File: src/rtl/vx_gbar_hier_unit.sv
// Cluster-level global barrier unit: round-robin arrival arbitration over socket ports,
// per-barrier core tracking, and local release or uplink forwarding (HIER=1).
module vx_gbar_hier_unit #(
    parameter int NUM_SOCKETS   = 4,
    parameter int CORES_PER_SKT = 4,
    parameter int NUM_BARRIERS  = 8,
    parameter int HIER          = 0,
    parameter int CLUSTER_ID    = 0,
    localparam int NC  = NUM_SOCKETS * CORES_PER_SKT,
    localparam int IDW = (NUM_BARRIERS > 1) ? $clog2(NUM_BARRIERS) : 1,
    localparam int SW  = (NC > 1) ? $clog2(NC) : 1,
    localparam int CW  = (CORES_PER_SKT > 1) ? $clog2(CORES_PER_SKT) : 1
) (
    input  logic                       clk,
    input  logic                       reset,
    input  logic [NUM_SOCKETS-1:0]     req_valid,
    input  logic [NUM_SOCKETS*IDW-1:0] req_id,
    input  logic [NUM_SOCKETS*SW-1:0]  req_size_m1,
    input  logic [NUM_SOCKETS*CW-1:0]  req_core,
    output logic [NUM_SOCKETS-1:0]     req_ready,
    output logic                       rsp_valid,
    output logic [NUM_BARRIERS-1:0]    rsp_mask,
    output logic                       up_req_valid,
    output logic [IDW-1:0]             up_req_id,
    output logic [31:0]                up_req_cluster,
    input  logic                       up_req_ready,
    input  logic                       up_rsp_valid,
    input  logic [IDW-1:0]             up_rsp_id,
    output logic                       dup_err
);
    localparam int PW   = (NUM_SOCKETS > 1) ? $clog2(NUM_SOCKETS) : 1;
    localparam int CNTW = SW + 1;

    localparam logic [1:0] COLLECT = 2'd0;
    localparam logic [1:0] UP_PEND = 2'd1;
    localparam logic [1:0] UP_WAIT = 2'd2;

    logic [1:0]            state_q [NUM_BARRIERS];
    logic [1:0]            state_d [NUM_BARRIERS];
    logic [NC-1:0]         mask_q  [NUM_BARRIERS];
    logic [NC-1:0]         mask_d  [NUM_BARRIERS];
    logic [CNTW-1:0]       cnt_q   [NUM_BARRIERS];
    logic [CNTW-1:0]       cnt_d   [NUM_BARRIERS];
    logic [PW-1:0]         ptr_q, ptr_d;
    logic                  rsp_valid_q;
    logic [NUM_BARRIERS-1:0] rsp_mask_q, rsp_mask_d;
    logic                  up_valid_q, up_valid_d;
    logic [IDW-1:0]        up_id_q, up_id_d;
    logic                  dup_q, dup_d;

    logic [IDW-1:0]        sk_id   [NUM_SOCKETS];
    logic [SW-1:0]         sk_size [NUM_SOCKETS];
    logic [CW-1:0]         sk_core [NUM_SOCKETS];
    logic [NUM_SOCKETS-1:0] sk_elig;
    logic                  win_vld;
    logic [PW-1:0]         win_s;

    // A socket is eligible only while its target barrier is collecting arrivals.
    always_comb begin
        for (int unsigned s = 0; s < NUM_SOCKETS; s++) begin
            sk_id[s]   = req_id[s*IDW +: IDW];
            sk_size[s] = req_size_m1[s*SW +: SW];
            sk_core[s] = req_core[s*CW +: CW];
            sk_elig[s] = req_valid[s] && (state_q[sk_id[s]] == COLLECT);
        end
    end

    always_comb begin
        int unsigned s;
        s       = 0;
        win_vld = 1'b0;
        win_s   = '0;
        for (int unsigned k = 0; k < NUM_SOCKETS; k++) begin
            s = (32'(ptr_q) + k) % NUM_SOCKETS;
            if (!win_vld && sk_elig[PW'(s)]) begin
                win_vld = 1'b1;
                win_s   = PW'(s);
            end
        end
    end

    always_comb begin
        for (int unsigned s = 0; s < NUM_SOCKETS; s++) begin
            req_ready[s] = win_vld && (win_s == PW'(s));
        end
    end

    always_comb begin
        logic [IDW-1:0]  a_id;
        logic [SW-1:0]   a_g;
        logic [CNTW-1:0] a_cnt;
        state_d    = state_q;
        mask_d     = mask_q;
        cnt_d      = cnt_q;
        rsp_mask_d = '0;
        dup_d      = dup_q;
        ptr_d      = ptr_q;
        up_valid_d = up_valid_q;
        up_id_d    = up_id_q;
        a_id       = sk_id[win_s];
        a_g        = SW'(32'(win_s) * CORES_PER_SKT + 32'(sk_core[win_s]));
        a_cnt      = cnt_q[a_id] + CNTW'(1);

        // Uplink release and uplink handshake always target different barriers.
        if (HIER != 0 && up_rsp_valid && state_q[up_rsp_id] == UP_WAIT) begin
            state_d[up_rsp_id]    = COLLECT;
            rsp_mask_d[up_rsp_id] = 1'b1;
        end
        if (HIER != 0 && up_valid_q && up_req_ready) begin
            state_d[up_id_q] = UP_WAIT;
        end

        if (win_vld) begin
            ptr_d = (win_s == PW'(NUM_SOCKETS - 1)) ? '0 : win_s + 1'b1;
            if (mask_q[a_id][a_g]) begin
                dup_d = 1'b1;
            end else if (a_cnt == ({1'b0, sk_size[win_s]} + CNTW'(1))) begin
                mask_d[a_id] = '0;
                cnt_d[a_id]  = '0;
                if (HIER != 0) begin
                    state_d[a_id] = UP_PEND;
                end else begin
                    rsp_mask_d[a_id] = 1'b1;
                end
            end else begin
                mask_d[a_id][a_g] = 1'b1;
                cnt_d[a_id]       = a_cnt;
            end
        end

        // The uplink slot holds its barrier until accepted, then picks the lowest pending one.
        if (HIER == 0) begin
            up_valid_d = 1'b0;
            up_id_d    = '0;
        end else if (!up_valid_q || up_req_ready) begin
            up_valid_d = 1'b0;
            up_id_d    = '0;
            for (int unsigned b = 0; b < NUM_BARRIERS; b++) begin
                if (!up_valid_d && state_d[b] == UP_PEND) begin
                    up_valid_d = 1'b1;
                    up_id_d    = IDW'(b);
                end
            end
        end
    end

    always_ff @(posedge clk or posedge reset) begin
        if (reset) begin
            for (int unsigned b = 0; b < NUM_BARRIERS; b++) begin
                state_q[b] <= COLLECT;
                mask_q[b]  <= '0;
                cnt_q[b]   <= '0;
            end
            ptr_q       <= '0;
            rsp_valid_q <= 1'b0;
            rsp_mask_q  <= '0;
            up_valid_q  <= 1'b0;
            up_id_q     <= '0;
            dup_q       <= 1'b0;
        end else begin
            state_q     <= state_d;
            mask_q      <= mask_d;
            cnt_q       <= cnt_d;
            ptr_q       <= ptr_d;
            rsp_valid_q <= |rsp_mask_d;
            rsp_mask_q  <= rsp_mask_d;
            up_valid_q  <= up_valid_d;
            up_id_q     <= up_id_d;
            dup_q       <= dup_d;
        end
    end

    assign rsp_valid      = rsp_valid_q;
    assign rsp_mask       = rsp_mask_q;
    assign up_req_valid   = up_valid_q;
    assign up_req_id      = up_id_q;
    assign up_req_cluster = 32'(CLUSTER_ID);
    assign dup_err        = dup_q;

endmodule

File: config.mk
export PLATFORM = sky130hd
export DESIGN_NAME = vx_gbar_hier_unit
export DESIGN_NICKNAME = d
export VERILOG_FILES = /design/src/rtl/vx_gbar_hier_unit.sv
export SDC_FILE = /design/constraint.sdc
export NUM_CORES = 1
export LEC_CHECK = 0
export CAP_MARGIN = 20
export CORE_MARGIN = 5
export CORE_UTILIZATION = 54
export CTS_BUF_LIST = sky130_fd_sc_hd__clkbuf_16
export CTS_CLUSTER_SIZE = 20
export DETAILED_ROUTE_END_ITERATION = 16
export PLACE_DENSITY_LB_ADDON = 0.3
export SETUP_SLACK_MARGIN = 0.15
export SLEW_MARGIN = 10
export SYNTH_ARGS = -nofsm -noshare
export SYNTH_HDL_FRONTEND = slang
export SYNTH_SLANG_ARGS = --single-unit
File: constraint.sdc
create_clock -name clk -period 6.4 [get_ports clk]
set_input_delay 0.96 -clock clk [delete_from_list [all_inputs] [get_ports clk]]
set_output_delay 0.96 -clock clk [all_outputs]
set_load 0.01 [all_outputs]
==> summary.md <==
| Metric | Value |
|---|---|
| Relative slew slack | 0.393 |
| Clk buf depth | 2 |
| Maximum clock rate | 0.174 GHz |
| Syn avg cell area | 9.32 sq um |
| Wire length per cell | 21.1 um |
| Most frequent cells in the layout | dfrtp_1 (180), nor2_1 (161), a21oi_1 (130) |
| Gate power share | 0.510 |
| Pre-CTS WS | 267 ps |
| Worst-path fanout max | 21 |
| CP bufs+invs | 5 |
| Critical-path top delay cell | clkdlybuf4s50_1 |
| Worst r2r src | ptr_q[1] |
| P_sw | 2.61 mW |
| Synthesized flop and latch total | 180 |
| Sum Neg Setup Slack | 0 ps |
| GR Layer Usage met1 | 0.377 |
| Sequential share of power | 0.316 |
| CP Launch Type | primary input |
| Cell taking the most area after synthesis | dfrtp_1 |
| Hold path start | dup_err |
| Ys async rst share | 1.00 |
| Gp weighted congestion | 0.930 |
| Most used routing layer in global routing | met2 |
| RSZ-0062 raised after global routing | no |
| Largest cells by area after synthesis | dfrtp_1 (47%), a21oi_1 (6.8%), nor2_1 (6.3%) |
| Reg area | 4500 sq um |
| Number of enable flip-flop cells after synthesis | 0 |
| Post-cts resize count | 0 |
| Drt first-iter violations | 1004 |
| Clk pwr share | 0.174 |
| Final WS setup | 645 ps |
| Met3 Resource Use GR | 0.0687 |
| Internal | 3.25 mW |
| Global-route wire length before repair | 44200 um |
| Die Y | 143 um |
| # hold bufs at CTS | 0 |
| Hold Fails Final Rpt | 0 |
| # rows | 48 |
| CTS buffer count | 17 |
| Setup violators final | 0 |
| Final net count | 1143 |
| Clk slew on worst S/H paths | 80 ps |
| GRT Total Usage | 0.278 |
| Worst Hold Class | reg -> reg |
| Post-Syn Area | 9580 sq um |
| Reg-to-reg slack, setup | 1310 ps |
| Initial core utilization | 0.552 |
| Pwr dens | 534 nW/um^2 |
| Most common cell after layout, fill and taps aside | dfrtp_1 |
| Gr ovfl total | 0 |
| DR vias | 8292 |
| Critical path arrival | 6070 ps |
| Area delta synth->final | 14.6% |
| R2r worst-path depth | 17 |
| Port bufs | 55 |
| Syn. warnings | 0 |
| Vias in the first global route | 8022 |
| Critical path class | in -> reg |
| Total wire length | 28100 um |
| Max_cap viols | 0 |
| Share of layout cells above drive strength 1 | 0.142 |
| Ports | 97 |
| Drt pass-1 iters | 6 |
| Detailed Place HPWL | 18600 um |
| Area of the multi-input gates | 4540 sq um |
| Core ar. | 17400 sq um |
| Via density | 6.24 |
| Width of the chip | 143 um |
| Post-route DRC | 0 |
| Tcrit/Tclk final | 0.899 |
| Status | finished, final reports clean |
| Reg-to-reg endpoint | mask_q[16] |
| Worst EP required | 6710 ps |
| H-tree depth | 4 |
| Post-Syn Instances | 1028 |
| N_diodes | 0 |
| Yosys cell types | 60 |
| CP startpoint | req_valid[1] |
| Post-CTS Setup Repair Bufs | 0 |
| Setup crit end | mask_q[16] |
| Die area | 20500 sq um |
| Filler cells | 1429 |
| Synth top area share | 0.470 |
| Lkg Pwr | 5.04 nW |
| Initial antenna violation count | 0 |
| Final Max Slew Viols | 0 |
| Switching Share | 0.445 |
| Worst Tran Pin Value | 911 ps |
| Largest net degree at the start of global routing | 102 |
| CTS tree | yes |
| Num Clock Sinks | 180 |
| IR drop worst, VDD | 0.423 mV |
| Ys flop type | dfrtp_1 |
| Most frequent CP cell | buf_4 |
| Max incr delay on CP | 560 ps |
| Clock latency on the worst-skew pair | 440 ps |
| Crit path max-delay family | buffers and inverters |
| Worst path depth | 18 |
| Sequential fraction of the synthesis area | 0.470 |
| Worst path cell trace | clkdlybuf4s50_1 -> a21boi_0 -> o221a_4 -> mux2i_4 -> mux2_2 -> buf_4 -> nand2_1 -> a311oi_1 -> o2bb2ai_1 -> inv_1 -> ha_1 -> nor3b_1 -> xnor3_1 -> nand4_1 -> buf_4 -> nor4_4 -> buf_4 -> nor2_1 |
| Root cell of the clock tree | clkbuf_16 |
| Crit end category | flip-flop |
| Clock skew | 17.3 ps |
| Crit path time final | 5760 ps |
| Antenna Nets Post-Route | 0 |
| Global Route met2 Usage | 0.439 |
Yosys cell counts (5+ instances only):
library cell  instances
and3_1                6
xnor2_1               5
buf_6                 5
nor4_1                5
buf_2                20
buf_1                 5
inv_1                25
o21ai_0              24
a221o_1               7
a211oi_1              5
ha_1                  6
a21oi_1             130
nor4_4                5
nand2_1             102
a311oi_1              6
nor2_1              161
buf_4                39
clkbuf_1             31
mux2_2               51
nand3_1              50
nor3_1               14
dfrtp_1             180
o22ai_1              14
a31oi_1              21
mux2i_1              43
nand4_1               8
stage by stage:
stage               area (sq um)  utilization  total power [mW]  hold slack [ps]  cells
global route               11000        0.632              6.21              493   1328
floorplan                   9710            -              3.92              454   1063
CTS                        11000        0.632              5.83              462   1328
detailed placement         10400        0.599              4.78              447   1296
global placement           10400        0.599              4.71              446   1296
finish                     11000        0.632              5.86              458   1328
state kept, by name, indices dropped and copies added (netlist names):
name and count:
mask_q 128, cnt_q 40, ptr_q 2, rsp_valid 1, dup_err 1, rsp_mask 8
worst reg2reg max path, stage by stage, from the launching register on:
cell,delay (ps)
dfrtp_1,430
a21boi_0,260
o221a_4,470
mux2i_4,450
mux2_2,500
buf_4,250
nand2_1,60
a311oi_1,340
o2bb2ai_1,130
inv_1,80
ha_1,170
nor3b_1,420
xnor3_1,310
nand4_1,120
buf_4,250
nor4_4,270
buf_4,360
nor2_1,110
area by class of cell:
class,instances,share of cell area
Timing Repair Buffer,108,0.0887
Clock buffer,17,0.0388
Inverter,27,0.00969
Sequential cell,180,0.410
Tap cell,225,0.0256
Clock inverter,15,0.0137
Multi-Input combinational cell,756,0.413
power by group through the flow:
stage	registers, mW	clock network [mW]	logic [mW]
global route	1.91	1.08	3.22
detailed placement	1.86	0	2.92
global placement	1.85	0	2.86
finish	1.86	1.02	2.99
CTS	1.85	1.04	2.94
floorplan	1.80	0	2.12
metal layers:
layer,wire length (um),share of wire,vias to the layer above
met5,0,0,-
met4,946,0.034,0
met3,3020,0.11,93
met2,12800,0.46,533
met1,11300,0.40,3985
li1,-,-,3681
worst min-delay path by stage:
stage,endpoint,cells after the start
6_report,dup_err,1
5_1_grt,dup_err,1
4_1_cts,dup_err,1
3_5_place_dp,dup_err,1
3_3_place_gp,dup_err,1
2_1_floorplan,mask_q[98],2
kinds of logic (layout without fill, tap and decap cells):
logic type / count (synthesis) / after routing / synth area share
flops: 180 / 180 / 0.470
mux: 98 / 98 / 0.113
buf+inv: 127 / 167 / 0.0716
xor+xnor: 10 / 10 / 0.0120
compound gates: 237 / 237 / 0.148
simple gates: 369 / 369 / 0.176
fa+ha+maj: 6 / 6 / 0.00784
other cells: 1 / 36 / 0.000392
Note: power is estimated with default switching activity, not from simulation.
